## src/rtl/mc_ctrl.sv

```systemverilog
// ---------------------------------------------------------------------------
// mc_ctrl -- multi-cycle MIPS-subset control unit.
//
// Walks each instruction through FETCH -> DECODE -> EXEC -> [MEM] -> [WB]
// and drives the datapath strobes and selects. Illegal instructions and
// memory accesses that wait too long for mem_ready park the unit in HALT with
// a sticky fault until rst.
//
// Parameters
//   WAIT_MAX   maximum consecutive cycles an access may wait for mem_ready
//
// Ports
//   clk, rst         rising-edge clock, asynchronous active-high reset
//   opcode, funct    IR[31:26] / IR[5:0]
//   zero             ALU equality flag (used in EXEC)
//   mem_ready        memory completes the requested access this cycle
//   mem_req, mem_we  memory request / write qualifier
//   iord             memory address select: 0=PC, 1=ALUOut
//   ir_write         IR load strobe
//   pc_write         PC load strobe
//   pc_src           0=PC+4, 1=branch target, 2=jump target
//   reg_write        register-file write strobe
//   reg_dst          0=rt, 1=rd
//   mem2reg          register write data from MDR
//   alu_src          0=register, 1=extended immediate
//   ext_op           1=sign extend, 0=zero extend
//   fault            sticky illegal-instruction / memory-timeout flag
//   state            current state encoding
//   instr_cnt        retired-instruction counter (only with INSTR_CNT_EN)
//
// Build option
//   INSTR_CNT_EN     when defined, adds the 32-bit instr_cnt output.
// ---------------------------------------------------------------------------
module mc_ctrl #(
  parameter int WAIT_MAX = 4
) (
  input  logic       clk,
  input  logic       rst,
  input  logic [5:0] opcode,
  input  logic [5:0] funct,
  input  logic       zero,
  input  logic       mem_ready,
  output logic       mem_req,
  output logic       mem_we,
  output logic       iord,
  output logic       ir_write,
  output logic       pc_write,
  output logic [1:0] pc_src,
  output logic       reg_write,
  output logic       reg_dst,
  output logic       mem2reg,
  output logic       alu_src,
  output logic       ext_op,
  output logic       fault,
  output logic [2:0] state
`ifdef INSTR_CNT_EN
  , output logic [31:0] instr_cnt
`endif
);

  localparam int WCW = $clog2(WAIT_MAX + 1);

  typedef enum logic [2:0] {
    S_FETCH  = 3'd0,
    S_DECODE = 3'd1,
    S_EXEC   = 3'd2,
    S_MEM    = 3'd3,
    S_WB     = 3'd4,
    S_HALT   = 3'd7
  } state_t;

  localparam logic [5:0] OP_RTYPE = 6'h00;
  localparam logic [5:0] OP_J     = 6'h02;
  localparam logic [5:0] OP_BEQ   = 6'h04;
  localparam logic [5:0] OP_BNE   = 6'h05;
  localparam logic [5:0] OP_SLTI  = 6'h0A;
  localparam logic [5:0] OP_ORI   = 6'h0D;
  localparam logic [5:0] OP_LUI   = 6'h0F;
  localparam logic [5:0] OP_LW    = 6'h23;
  localparam logic [5:0] OP_SW    = 6'h2B;

  state_t           state_reg;
  logic             fault_reg;
  logic [WCW-1:0]   wait_reg;

  // Instruction classification straight from the IR fields; the IR is held
  // stable from the end of FETCH until the next FETCH completes.
  logic is_rtype, r_legal, is_imm, is_lw, is_sw, is_beq, is_bne, is_j;
  logic legal, uses_imm, is_ori, wait_expired;

  always_comb begin
    is_rtype = (opcode == OP_RTYPE);
    r_legal  = is_rtype && (funct inside {6'h20, 6'h21, 6'h22, 6'h23, 6'h00,
                                          6'h02, 6'h2A, 6'h24, 6'h25});
    is_imm   = opcode inside {OP_SLTI, OP_ORI, OP_LUI};
    is_lw    = (opcode == OP_LW);
    is_sw    = (opcode == OP_SW);
    is_beq   = (opcode == OP_BEQ);
    is_bne   = (opcode == OP_BNE);
    is_j     = (opcode == OP_J);
    is_ori   = (opcode == OP_ORI);
    legal    = r_legal | is_imm | is_lw | is_sw | is_beq | is_bne | is_j;
    uses_imm = is_imm | is_lw | is_sw;
    // The cycle that would bring the count to WAIT_MAX is the last one an
    // access may wait; mem_ready in that same cycle still wins.
    wait_expired = (wait_reg == WCW'(WAIT_MAX - 1));
  end

  always_ff @(posedge clk or posedge rst) begin
    if (rst) begin
      state_reg <= S_FETCH;
      fault_reg <= 1'b0;
      wait_reg  <= '0;
    end else begin
      case (state_reg)
        S_FETCH: begin
          if (mem_ready) begin
            state_reg <= S_DECODE;
            wait_reg  <= '0;
          end else if (wait_expired) begin
            state_reg <= S_HALT;
            fault_reg <= 1'b1;
            wait_reg  <= '0;
          end else begin
            wait_reg <= wait_reg + WCW'(1);
          end
        end
        S_DECODE: begin
          if (legal) begin
            state_reg <= S_EXEC;
          end else begin
            state_reg <= S_HALT;
            fault_reg <= 1'b1;
          end
        end
        S_EXEC: begin
          if (is_lw || is_sw)
            state_reg <= S_MEM;
          else if (is_beq || is_bne || is_j)
            state_reg <= S_FETCH;
          else
            state_reg <= S_WB;
        end
        S_MEM: begin
          if (mem_ready) begin
            state_reg <= is_sw ? S_FETCH : S_WB;
            wait_reg  <= '0;
          end else if (wait_expired) begin
            state_reg <= S_HALT;
            fault_reg <= 1'b1;
            wait_reg  <= '0;
          end else begin
            wait_reg <= wait_reg + WCW'(1);
          end
        end
        S_WB:    state_reg <= S_FETCH;
        S_HALT:  state_reg <= S_HALT;
        default: state_reg <= S_HALT;
      endcase
    end
  end

`ifdef INSTR_CNT_EN
  // An instruction retires on every return to FETCH from EXEC, MEM or WB.
  logic instr_done;
  always_comb begin
    instr_done = ((state_reg == S_EXEC) && (is_beq || is_bne || is_j)) ||
                 ((state_reg == S_MEM) && mem_ready && is_sw) ||
                 (state_reg == S_WB);
  end

  always_ff @(posedge clk or posedge rst) begin
    if (rst)
      instr_cnt <= '0;
    else if (instr_done)
      instr_cnt <= instr_cnt + 32'd1;
  end
`endif

  assign state = state_reg;
  assign fault = fault_reg;

  // Strobes are decoded from the registered state; the FETCH/MEM completion
  // strobes follow mem_ready in the same cycle. rst gates everything to 0 so
  // an access in flight is abandoned without a PC/IR/RF write.
  always_comb begin
    mem_req   = 1'b0;
    mem_we    = 1'b0;
    iord      = 1'b0;
    ir_write  = 1'b0;
    pc_write  = 1'b0;
    pc_src    = 2'd0;
    reg_write = 1'b0;
    reg_dst   = 1'b0;
    mem2reg   = 1'b0;
    alu_src   = 1'b0;
    ext_op    = 1'b0;
    if (!rst) begin
      ext_op = !is_ori;
      case (state_reg)
        S_FETCH: begin
          mem_req  = 1'b1;
          ir_write = mem_ready;
          pc_write = mem_ready;
        end
        S_EXEC: begin
          alu_src = uses_imm;
          if (is_beq) begin
            pc_write = zero;
            pc_src   = 2'd1;
          end else if (is_bne) begin
            pc_write = !zero;
            pc_src   = 2'd1;
          end else if (is_j) begin
            pc_write = 1'b1;
            pc_src   = 2'd2;
          end
        end
        S_MEM: begin
          mem_req = 1'b1;
          iord    = 1'b1;
          mem_we  = is_sw;
          alu_src = uses_imm;
        end
        S_WB: begin
          reg_write = 1'b1;
          reg_dst   = is_rtype;
          mem2reg   = is_lw;
          alu_src   = uses_imm;
        end
        default: ;
      endcase
    end
  end

endmodule

```

## config.mk

```make
export PLATFORM = sky130hd
export DESIGN_NAME = mc_ctrl
export DESIGN_NICKNAME = d
export VERILOG_FILES = /design/src/rtl/mc_ctrl.sv
export SDC_FILE = /design/constraint.sdc
export NUM_CORES = 1
export LEC_CHECK = 0
export ABC_AREA = 1
export BUFFER_PORTS_ARGS = -buffer_cell sky130_fd_sc_hd__buf_2
export CAP_MARGIN = 10
export CELL_PAD_IN_SITES_DETAIL_PLACEMENT = 0
export CELL_PAD_IN_SITES_GLOBAL_PLACEMENT = 2
export CORE_ASPECT_RATIO = 0.75
export CORE_MARGIN = 10
export CORE_UTILIZATION = 20
export DETAILED_ROUTE_END_ITERATION = 7
export PLACE_DENSITY = 0.73
export SLEW_MARGIN = 10
export SYNTH_ARGS = -nofsm -noshare
export SYNTH_HDL_FRONTEND = slang
export SYNTH_SLANG_ARGS = --single-unit
export TNS_END_PERCENT = 10
```

## constraint.sdc

```tcl
create_clock -name clk -period 1.2 [get_ports clk]
set_clock_uncertainty 0.1 [all_clocks]
set_input_delay 0.06 -clock clk [delete_from_list [all_inputs] [get_ports clk]]
set_output_delay 0.06 -clock clk [all_outputs]
set_load 0.01 [all_outputs]
```

==> results.cfg <==
[critical_path]
crit_type = register to primary output
endpoint_kind = primary output
worst_setup_path_start_kind = register
crit_slowest_cell = dfrtp_2
critPathMaxFanout = 5
slowest_delay_ns = 0.46
cpLargestDelayFamily = flip-flops
worstPathCellList = inv_2 -> nand3_2 -> nor2_2 -> o2111ai_1 -> o21ai_1 -> buf_2
critical_path_arrival_ns = 1.35
worst-path-buf-inv = 2
crit_required_ns = 1.04

[cells_and_area]
antenna_cells = 0
final_common_cell = buf_2
design_area_sq_um = 1260
nets = 196
drive_above_1_share_pct = 51.1
final_core_util_pct = 37.4
areaGrowthSynthToFinish_pct = 74.3
layout_common_cells = 29 x buf_2, 21 x nand2_1, 21 x buf_4, 19 x inv_1, 16 x nor2_1

[global_route]
first_global_vias = 944
grt.total_usage_pct = 8.10
antenna_found_initial = 0
grt-ovfl-total = 0
grt_pass1_wl_microns = 4220
grt_max_degree = 9

[route]
vias = 941
firstDrtPassIters = 4
ant_nets = 0
post_drt_wl_per_cell_microns = 12.0
drc_errors = 0
drt-initial-drc-count = 30
wl_microns = 2620
via_per_inst = 4.32

[job]
cap_violations = 0

[yosys]
synthCells = 119
yosysUniqueCellTypes = 26
syn_nets = 136
ys.warnings.count = 0
ys_ff_latch = 7
synth.avg_cell_area_sq_um = 6.10
synth-seq-area-share_pct = 24.1
syn_area_sq_um = 726

[placement]
place_area_sq_um = 1110
gp_congestion = 0.771
hpwl_microns = 2220
pre_cts_ws_ns = -0.148
port_buffers = 31

[timing]
finalSetupViolCount = 17
finalCritPeriodShare_pct = 126
hold_slack_ns = 0.0899
fmax_mhz = 664
maxSlewViolCount = 0
period_minus_slack_ns = 1.51
hold_viol_final = 0
maxSlewHeadroom_pct = 77.2
rsz0062_at_grt = true
tightest_slew_ns = 0.340
finalWorstSetupSlack_ns = -0.306

[clocking]
cts_tree = yes
clk_latency_ns = 0.22
clk_path_buf_depth = 2
numClockSinks = 7
cts_buffers = 3
clkTransAtPathRegs_ns = 0.04
htreeDepth = 1
root_buffer = clkbuf_8

[die]
initial_core_util_pct = 21.5
die_x_microns = 89.6
core_area_sq_um = 3380
dieArea_sq_um = 6460
rows = 18
io_pins = 32
die_h_microns = 72.2

[pwr]
internal_power_mw = 1.15
p_sw_mw = 0.850
swShare_pct = 42.4
power.density_nw_per_um2 = 1580
combPwrFrac_pct = 61.1
clkPwrFrac_pct = 16.4
pwr-share-seq_pct = 22.6
p_leak_nw = 0.688
irDropWorstVdd_v = 0.000565

[status]
violations = negative setup slack
status = finished, violations left

[min_path]
hp-class = primary input to register
repair_timing:
action                                 in CTS  in global routing
setup buffers                               4                  0
resized for setup                          11                  9
hold buffers                                1                  0
pin swaps                                   9                  5
setup endpoints to repair                  17                 18
endpoints found under the hold margin       7                  0
synthesized netlist by cell type, drive strengths merged:
master / number / area [sq um]
a21boi: 1 / 7.51
a21oi: 8 / 43.8
a32o: 1 / 10.0
clkbuf: 1 / 3.75
dfrtp: 7 / 175
ha: 1 / 12.5
inv: 24 / 92.6
nand2: 26 / 113
nand3: 13 / 75.1
nand4: 1 / 6.26
nor2: 23 / 101
nor3: 6 / 40.0
o2111ai: 1 / 8.76
o21ai: 5 / 28.8
o31ai: 1 / 7.51
logic make-up (layout without fill, tap and decap cells):
logic type / after synthesis / in the layout / share of synthesized area [%]
buf+inv: 25 / 84 / 13.3
flops: 7 / 7 / 24.1
simple gates: 69 / 69 / 46.2
fa+ha+maj: 1 / 1 / 1.72
compound gates: 17 / 17 / 14.7
path summary, 6_finish.rpt:
kind	from	endpoint	slack, ns	depth (start not counted)
max	state[0]	pc_write	-0.31	6
min	mem_ready	wait_reg[2]	0.09	4
max reg2reg	state[1]	fault	-0.22	8
min reg2reg	fault	fault	0.35	2
max in group asynchronous	rst	state[1]	0.25	4
min in group asynchronous	rst	wait_reg[0]	0.48	4
metrics by stage:
step | setup TNS (ns) | power (mW) | instances
after floorplan | -0.0876 | 0.983 | 119
after global placement | -1.14 | 1.40 | 209
after detailed placement | -1.24 | 1.41 | 209
after CTS | -3.58 | 1.96 | 218
after global routing | -4.66 | 2.17 | 218
final | -3.24 | 2.00 | 218
layer usage:
metal / global-route usage, % / wire length [microns] / up-vias
li1: - / - / 504
met1: 9.89 / 1240 / 416
met2: 13.2 / 1220 / 21
met3: 3.13 / 160 / 0
met4: 1.58 / 0 / 0
met5: 0 / 0 / -
worst min-delay path, stage by stage:
cell	delay, ns
buf_2	0.09
inv_1	0.08
nand2_1	0.06
a21boi_0	0.08
power groups by stage:
stage	logic, mW	registers (mW)	clock network [mW]
4_1_cts	1.17	0.446	0.340
3_3_place_gp	0.954	0.445	0
2_1_floorplan	0.515	0.468	0
3_5_place_dp	0.965	0.449	0
5_1_grt	1.35	0.468	0.356
6_report	1.22	0.452	0.328
final cells by class:
type	instances	area, sq um
Inverter	24	95.1
Sequential cell	7	179
Tap cell	40	50.0
Fill cell	360	2110
Multi-Input combinational cell	87	527
Clock buffer	4	45.0
Timing Repair Buffer	56	369
No activity file was read; power rests on OpenSTA's default activity.
